File: src/rtl/bpred_train_queue.sv
// PHT training queue: turns resolved branch outcomes into saturating-counter
// updates, buffers them in a small FIFO drained by the PHT write port, and
// forwards in-flight states to the fetch-side lookup.

// Per-entry index comparator. The lookup and resolve paths each need their own match.
module bpred_train_entry #(
    parameter int k = 10
) (
    input  logic         entValid,
    input  logic [k-1:0] entIndex,
    input  logic [k-1:0] lookupIndex,
    input  logic [k-1:0] resolveIndex,
    output logic         lookupMatch,
    output logic         resolveMatch
);
    assign lookupMatch  = entValid && (entIndex == lookupIndex);
    assign resolveMatch = entValid && (entIndex == resolveIndex);
endmodule

module bpred_train_queue #(
    parameter int k     = 10,
    parameter int DEPTH = 4
) (
    input  logic         clk,
    input  logic         reset,
    input  logic         FlushQ,
    input  logic         ResolveValid,
    output logic         ResolveReady,
    input  logic [k-1:0] ResolveIndex,
    input  logic         ResolveTaken,
    input  logic [1:0]   ResolveOldState,
    output logic         WrValid,
    input  logic         WrReady,
    output logic [k-1:0] WrIndex,
    output logic [1:0]   WrState,
    input  logic [k-1:0] LookupIndex,
    output logic         LookupHit,
    output logic [1:0]   LookupState,
    output logic [15:0]  DropCount
);
    localparam int PW = $clog2(DEPTH);

    logic [DEPTH-1:0][k-1:0] entIndex;
    logic [DEPTH-1:0][1:0]   entState;
    logic [PW-1:0]           headPtr, tailPtr;
    logic [PW:0]             count;
    logic [15:0]             dropCnt;

    logic [DEPTH-1:0] entValid;
    logic [DEPTH-1:0] lookupMatch, resolveMatch;
    logic [PW-1:0]    slotV, slotP;
    logic             resolveHit;
    logic [1:0]       resolveHitState, baseState, newState;
    logic             push, pop, drop;

    // Mark the slots holding pending entries, walking from the head.
    always_comb begin
        entValid = '0;
        slotV    = '0;
        for (int a = 0; a < DEPTH; a++) begin
            slotV = headPtr + PW'(a);
            if ((PW+1)'(a) < count)
                entValid[slotV] = 1'b1;
        end
    end

    genvar g;
    generate
        for (g = 0; g < DEPTH; g++) begin : gEnt
            bpred_train_entry #(.k(k)) uEnt (
                .entValid     (entValid[g]),
                .entIndex     (entIndex[g]),
                .lookupIndex  (LookupIndex),
                .resolveIndex (ResolveIndex),
                .lookupMatch  (lookupMatch[g]),
                .resolveMatch (resolveMatch[g])
            );
        end
    endgenerate

    // Oldest-to-youngest walk so the youngest match wins for both lookup and resolve.
    always_comb begin
        LookupHit       = 1'b0;
        LookupState     = 2'b00;
        resolveHit      = 1'b0;
        resolveHitState = 2'b00;
        slotP           = '0;
        for (int a = 0; a < DEPTH; a++) begin
            slotP = headPtr + PW'(a);
            if (lookupMatch[slotP]) begin
                LookupHit   = 1'b1;
                LookupState = entState[slotP];
            end
            if (resolveMatch[slotP]) begin
                resolveHit      = 1'b1;
                resolveHitState = entState[slotP];
            end
        end
    end

    // Saturating 2-bit counter update; chains onto in-flight training for the same index.
    always_comb begin
        baseState = resolveHit ? resolveHitState : ResolveOldState;
        newState  = baseState;
        if (ResolveTaken) begin
            if (baseState != 2'b11) newState = baseState + 2'b01;
        end else begin
            if (baseState != 2'b00) newState = baseState - 2'b01;
        end
    end

    assign ResolveReady = (count != (PW+1)'(DEPTH));
    assign WrValid      = (count != '0);
    assign WrIndex      = WrValid ? entIndex[headPtr] : '0;
    assign WrState      = WrValid ? entState[headPtr] : 2'b00;
    assign DropCount    = dropCnt;

    // A flush overrides any push/pop in the same cycle, including drop accounting.
    assign push = ResolveValid && ResolveReady && !FlushQ;
    assign pop  = WrValid && WrReady && !FlushQ;
    assign drop = ResolveValid && !ResolveReady && !FlushQ;

    // FIFO storage, pointers and occupancy.
    always_ff @(posedge clk or posedge reset) begin
        if (reset) begin
            headPtr  <= '0;
            tailPtr  <= '0;
            count    <= '0;
            entIndex <= '0;
            entState <= '0;
        end else if (FlushQ) begin
            headPtr <= '0;
            tailPtr <= '0;
            count   <= '0;
        end else begin
            if (push) begin
                entIndex[tailPtr] <= ResolveIndex;
                entState[tailPtr] <= newState;
                tailPtr           <= tailPtr + 1'b1;
            end
            if (pop)
                headPtr <= headPtr + 1'b1;
            case ({push, pop})
                2'b10:   count <= count + 1'b1;
                2'b01:   count <= count - 1'b1;
                default: count <= count;
            endcase
        end
    end

    // Saturating count of outcomes lost because the queue was full.
    always_ff @(posedge clk or posedge reset) begin
        if (reset)
            dropCnt <= '0;
        else if (drop && dropCnt != 16'hFFFF)
            dropCnt <= dropCnt + 16'd1;
    end
endmodule

File: config.mk
export PLATFORM = sky130hd
export DESIGN_NAME = bpred_train_queue
export DESIGN_NICKNAME = d
export VERILOG_FILES = /design/src/rtl/bpred_train_queue.sv
export SDC_FILE = /design/constraint.sdc
export NUM_CORES = 1
export LEC_CHECK = 0
export ABC_AREA = 1
export ABC_CLOCK_PERIOD_IN_PS = 3500
export BUFFER_PORTS_ARGS = -buffer_cell sky130_fd_sc_hd__clkbuf_2
export CAP_MARGIN = 20
export CORE_MARGIN = 2
export CORE_UTILIZATION = 35
export DETAILED_ROUTE_END_ITERATION = 8
export PLACE_DENSITY = 0.58
export SYNTH_ARGS = -nofsm -noshare
export SYNTH_HDL_FRONTEND = slang
export SYNTH_SLANG_ARGS = --single-unit
File: constraint.sdc
create_clock -name clk -period 3.5 [get_ports clk]
set_clock_uncertainty 0.1 [all_clocks]
set_input_delay 0.7 -clock clk [delete_from_list [all_inputs] [get_ports clk]]
set_output_delay 0.7 -clock clk [all_outputs]
set_load 0.1 [all_outputs]
==> results of run 1 <==
-- stage by stage --
stage / hold slack (ps) / instances / setup slack (ps)
floorplan: 349 / 802 / -505
global placement: 365 / 1039 / -94.8
detailed placement: 368 / 1039 / -110
CTS: 381 / 1054 / 24.9
global route: 409 / 1054 / 10.8
finish: 362 / 1054 / 196
-- sequential cells by signal (all words and copies together), names as in the netlist --
register,cells
count,3
headPtr,2
DropCount,16
entIndex,40
tailPtr,2
entState,8
-- synthesized netlist by cell type, drive strengths merged, types with 2 or more instances --
cell and number:
or2 6, nand3 39, o211ai 3, ha 15
nand3b 2, nor2 74, inv 86, a21oi 33
o21ai 87, buf 8, clkbuf 17, clkinv 3
nor4 3, nor3 13, xor2 29, xnor2 18
dfrtp 71, nand2 273, nand4 15
-- routing by layer --
metal | global-route usage (%) | wire, um
met4 | 6.98 | 253
met3 | 3.35 | 677
met2 | 31.0 | 6510
met1 | 26.6 | 7220
met5 | 0 | 0
-- kinds of logic after synthesis --
logic type	Yosys count	synth area share, %
xor+xnor	47	7.71
fa+ha+maj	15	3.51
flops	71	33.3
buf+inv	114	8.25
mux	1	0.211
compound gates	128	12.6
simple gates	426	34.4
-- final cells by class --
class	count	area, sq um	area share [%]
clock buffer	12	256	3.93
clock inverter	3	90.1	1.38
inverter	89	340	5.22
multi-input combinational	617	3190	48.8
sequential	71	1780	27.2
tap	188	235	3.61
timing repair buffer	74	639	9.80
-- report_power, final --
group | leakage, nW | internal (mW) | switching (mW)
registers | 0.925 | 1.08 | 0.311
logic | 2.15 | 0.942 | 2.03
clock network | 0.169 | 0.731 | 0.357
total | 3.25 | 2.75 | 2.70
-- path summary, 6_finish.rpt --
check                                      end  cells after the start  slack [ps]        start
worst max-delay path            LookupState[1]                     15         200   headPtr[0]
worst min-delay path               entIndex[7]                      2         360        reset
worst min register to register     entState[2]                      2         370  entState[2]
worst max register to register     entState[6]                     17         980   headPtr[1]
min in group clk                   entState[2]                      2         370  entState[2]
max in group asynchronous          entState[7]                      3        2260        reset
-- cell usage in the layout (no fill, tap or decap), types with 4 or more instances in the layout --
master,synthesis,layout
inv_2,10,14
nand2_1,262,259
nor2_2,4,5
inv_1,75,72
buf_4,0,11
nor2_1,68,67
dfrtp_1,71,71
nor3_1,13,12
buf_12,0,15
clkbuf_16,0,9
or2_2,5,5
xnor2_1,18,18
o21ai_0,86,80
ha_1,15,14
nand2_2,11,12
xor2_1,29,29
nand3_2,4,4
nand3_1,34,34
nand4_1,12,12
a21oi_1,33,33
clkbuf_2,0,46
-- timing repair --
action	4_1_cts	5_1_grt
setup endpoints to repair	2	3
pin swaps	0	3
cloned	0	0
gates resized for setup	3	19
hold buffers	0	0
setup buffers	0	0
-- worst max-delay path, delay by kind of cell, from the launching register on --
family	cells	cell delay, ps
AND/OR/NAND/NOR	8	730
adder cells (fa/ha/maj)	1	220
AO/OA/AOI/OAI	2	340
buffers and inverters	4	400
flip-flops	1	450
==> out/results.tsv, run 1 <==
metric	value	unit
CP Max Fanout	5	
maximum VDD drop	532	uV
setup_tns	0	ps
fraction of the yosys area taken by sequential cells	33.3	%
f_max	303	MHz
placed standard-cell area	6120	sq um
Antenna diodes	0	
core area	15000	sq um
post-synth top area share	33.3	%
Post-Syn Nets	845	
number of port buffers	60	
RSZ-0062 raised after global routing	no	
routed vias/inst	4.86	
top cell type by total area after synthesis	dfrtp_1	
critical path's slowest cell	dfrtp_1	
Final Power	5.45	mW
Die Y	128	um
Layout fillers	1589	
initial antenna violation count	0	
measured slew at the worst slew-check pin	741	ps
Critical Path Start Type	flop	
Post-Route WL	14.7	mm
pwr/cell area	835	nW/um^2
grt ovf	0	
final instance area	6520	sq um
IO Pins	61	
CTS Root Cell	clkbuf_16	
Vias	5124	
status	complete, no violations	
post-route ant nets	0	
Netlist cell types	36	
Post-Syn Area per Cell	6.66	sq um
Avg WL per Cell	13.9	um
Critical Path RT	2700	ps
first-pass GRT wire length	24.8	mm
clock sink total	71	
GRT Total Usage	19.5	%
Horiz. Die Dim	128	um
H-Tree Depth	3	
Hold Crit Class	input port to async pin	
Final min period	3300	ps
Worst EP arrival	2500	ps
flops & latches, synth	71	
Hold Vio Cnt, Final	0	
Syn Std Cell Area	5340	sq um
CP cell instances	inv_2 > ha_2 > inv_1 > nand2_1 > nand3_1 > nand3_2 > nand3_1 > o21ai_2 > inv_2 > o21ai_2 > nand3_1 > nand2_1 > nand2_1 > nand2_4 > buf_12	
Final HPWL DP	11.1	mm
final core occ	43.4	%
Total Die Area	16300	sq um
cell count after synthesis	802	
Worst path max stage delay	450	ps
vias in the first global route	4970	
Yosys warnings	0	
clk buf depth	2	
drt drc	0	
routability cong.	0.852	
Detailed Route Iter0 Violations	351	
Final #Nets	905	
maxcap violations	0	
Initial Util	35.5	%
async set-reset flop share out of synthesis	100	%
CTS buffer count	9	
share of cells above drive strength 1	17.2	%
clock-pin transition on the worst setup and hold timing paths	60	ps
largest net degree at the start of global routing	43	
Area contributors post-synth	dfrtp_1 33%, nand2_1 18%, o21ai_0 8.1%, inv_1 5.3%, nor2_1 4.8%	
Layout area overhead	22.2	%
crit share post-route	94.4	%
First-pass DRT Iterations	5	
setup violators final	0	
Slew HR	50.5	%
Clock Latency Late Sink	340	ps
row count	45	
worst setup path class	flop to primary output	
Post-synth top flop	dfrtp_1	
CP Capture Type	primary output	
EDFF count, synth	0	
Pins Over Slew Limit	0	
CTS tree	yes	
leakage power total	3.25	nW
(Power assumes the default switching activity.)
==> inputs of run 2 (changes only) <==
- ABC_AREA: 1 -> default
==> run 2 against run 1 <==
The flow now finishes with violations (setup timing). Power is 2.8% higher. Area after synthesis down 1.2%. Critical path depth decreased by 3. Die area fell by 1.2%. Utilization increased by 0.87 points. Design area down 0.63%. Setup slack lost 500 ps. Hold slack worse by 130 ps. Cell count shrank 28%. Register-to-register slack got worse by 1200 ps. Largest cell class unchanged.
==> out/results.tsv, run 2 <==
metric	value	unit	change
number of port buffers	60		unchanged
Final min period	3800	ps	+499 ps
top-count cell post-synth	dfrtp_1		
Final #Nets	614		-32%
clock-pin transition on the worst setup and hold timing paths	60	ps	about the same
Clock power frac	17.9	%	-2.1 points
initial antenna violation count	0		unchanged
CTS Root Cell	clkbuf_16		
Horiz. Die Dim	127	um	-0.60%
Pins Over Slew Limit	0		unchanged
Sw Pwr	2.71	mW	+0.39%
most frequent cells in the layout	69 x dfrtp_1, 60 x xnor2_1, 57 x clkbuf_2		
Post-Route WL	13.8	mm	-6.1%
met2 wire len	6.48	mm	-0.41%
core area	14600	sq um	-2.6%
top sig layer	met4		
async set-reset flop share out of synthesis	100	%	unchanged
routed wl met3	478	um	-29%
Netlist cell types	61		+69%
CTS tree	yes		
largest net degree at the start of global routing	27		-37%
Layout area overhead	22.9	%	
Final HPWL DP	10.4	mm	-6.1%
cell count after synthesis	476		-41%
Switching Fraction	48.3	%	-1.2 points
worst setup path class	flop to primary output		
Slew HR	49.8	%	-0.70 points
row count	44		-2.2%
largest family of logic cells by synthesized area	multiplexers		
Final Power	5.60	mW	+2.8%
Critical Path RT	2700	ps	about the same
f_max	263	MHz	-13%
leakage power total	2.79	nW	-14%
Synth top cells by count	71 x dfrtp_1, 60 x xnor2_1, 51 x mux2_2		
post-synth top area share	33.7	%	+0.42 points
first-pass GRT wire length	22.3	mm	-10%
setup violators final	10		+10
CP Max Fanout	7		+2
share of cells above drive strength 1	41.5	%	+24 points
max FFs per register	40		unchanged
EDFF count, synth	0		unchanged
RSZ-0062 raised after global routing	yes		
Post-Syn Area per Cell	11.1	sq um	+66%
Hold Crit Class	input port to async pin		
Area contributors post-synth	dfrtp_1 34%, mux2_2 11%, xnor2_1 10%, mux4_2 7.3%, xor2_1 6.5%		
simple-gate share of the synthesized area	11.6	%	-23 points
placed standard-cell area	6050	sq um	-1.1%
maxcap violations	0		unchanged
Post-synth top flop	dfrtp_1		
status	complete, but fails checks		
Detailed Route Iter0 Violations	147		-58%
Die Y	127	um	-0.60%
measured slew at the worst slew-check pin	751	ps	+9.77 ps
Initial Util	36.0	%	+0.49 points
Synth Area in Compound Gates	8.04	%	-4.6 points
Vias	3945		-23%
violated checks	setup timing		
Reg with most FFs	entIndex		
H-Tree Depth	3		unchanged
Total Die Area	16100	sq um	-1.2%
most common library cell in the layout ignoring fill and taps	dfrtp_1		
Int Power	2.89	mW	+5.2%
maximum VDD drop	505	uV	-5.0%
crit share post-route	109	%	+14 points
Syn Std Cell Area	5270	sq um	-1.2%
XOR/XNOR Fraction of Synth Area	16.4	%	+8.7 points
vias in the first global route	4095		-18%
power share of the sequential group	26.8	%	+1.3 points
DRT met1 WL	6.44	mm	-11%
Post-Syn Nets	519		-39%
Synth Area in Adders	3.99	%	+0.47 points
routability cong.	0.878		+3.1%
clk buf depth	2		unchanged
Avg WL per Cell	18.1	um	+30%
grt ovf	0		unchanged
Hold Vio Cnt, Final	0		unchanged
CTS buffer count	9		unchanged
setup_tns	-1590	ps	-1590 ps
final instance area	6480	sq um	-0.63%
pre-CTS WS	-120	ps	-9.38 ps
mux contribution to synthesized area	21.1	%	+21 points
Yosys warnings	0		unchanged
CP Capture Type	primary output		
final worst slack	-303	ps	-499 ps
fraction of the yosys area taken by sequential cells	33.7	%	+0.42 points
Worst EP arrival	3000	ps	+500 ps
logic gate share of total power	55.3	%	+0.8 points
drt drc	0		unchanged
First-pass DRT Iterations	4		-1
pwr/cell area	864	nW/um^2	+3.5%
Clock Latency Late Sink	350	ps	about the same
GRT Total Usage	17.9	%	-1.5 points
clock sink total	71		unchanged
IO Pins	61		unchanged
Critical Path Start Type	flop		
post-route ant nets	0		unchanged
routed vias/inst	5.19		+6.8%
flops & latches, synth	71		unchanged
top cell type by total area after synthesis	dfrtp_1		
Antenna diodes	0		unchanged
==> run 2: cell count changes after synthesis, sizes merged, moves of 23 or more <==
cell   change
nand2    -244
o21ai     -76
inv       -74
nor2      -55
mux2      +53
xnor2     +42
nand3     -28
a21oi     -23
==> run 2: final timing paths <==
path / slack [ps] / end / from / cells past startpoint
setup reg to reg: -170 / entState[1] / headPtr[0] / 13
hold / removal: 240 / DropCount[5] / reset / 2
setup / recovery: -300 / LookupState[0] / headPtr[0] / 12
max in group asynchronous: 2320 / headPtr[0] / reset / 3
hold reg to reg: 390 / DropCount[9] / DropCount[9] / 1
min in group clk: 390 / DropCount[9] / DropCount[9] / 1
==> run 2: area by class of cell <==
| cell class | instances | area [sq um] |
|---|---|---|
| multi-input combinational | 363 | 3340 |
| fill | 1392 | 8160 |
| sequential | 71 | 1780 |
| clock buffer | 9 | 225 |
| clock inverter | 7 | 95.1 |
| timing repair buffer | 112 | 743 |
| tap | 184 | 230 |
| inverter | 14 | 65.1 |
==> run 2: repair_timing <==
| item | in CTS | in global routing |
|---|---|---|
| buffers inserted | 5 | 3 |
| pin swaps | 5 | 5 |
| setup endpoints to repair | 6 | 10 |
| hold buffers | 0 | 0 |
| gates resized for setup | 10 | 7 |
==> run 2: per-stage QoR <==
stage	hold slack [ps]	utilization, %	std cells
final	236	44.3	760
after detailed placement	374	41.3	737
after CTS	247	43.9	758
after floorplan	406	-	476
after global routing	276	44.3	760
after global placement	368	41.3	737
==> run 2: cell families after synthesis <==
kind of cell,Yosys count
fa+ha+maj,17
mux,81
flops,71
simple gates,115
buf+inv,42
compound gates,51
xor+xnor,99
==> run 2: routing by layer <==
| metal | track usage [%] | vias to the layer above |
|---|---|---|
| met5 | 0 | - |
| met4 | 8.02 | 0 |
| met3 | 2.87 | 21 |
| li1 | - | 1891 |
| met2 | 28.6 | 70 |
| met1 | 24.1 | 1963 |
==> run 2: power groups by stage <==
stage / clock network (mW) / logic (mW) / registers, mW
global placement: 0 / 3.01 / 1.48
detailed placement: 0 / 3.04 / 1.51
finish: 1.00 / 3.09 / 1.50
CTS: 1.02 / 3.08 / 1.50
global route: 1.06 / 3.29 / 1.55
floorplan: 0 / 2.48 / 1.46
==> run 2: worst max-delay path: stages (launching register included) <==
cell      delay, ps
dfrtp_2         530
inv_8            60
ha_4            180
a211o_1         280
nand3_2          90
nand2_2          70
and3_4          170
mux4_2          500
nand2b_4        170
o21ai_2         120
mux2i_2         110
o21ai_4         190
buf_12          190
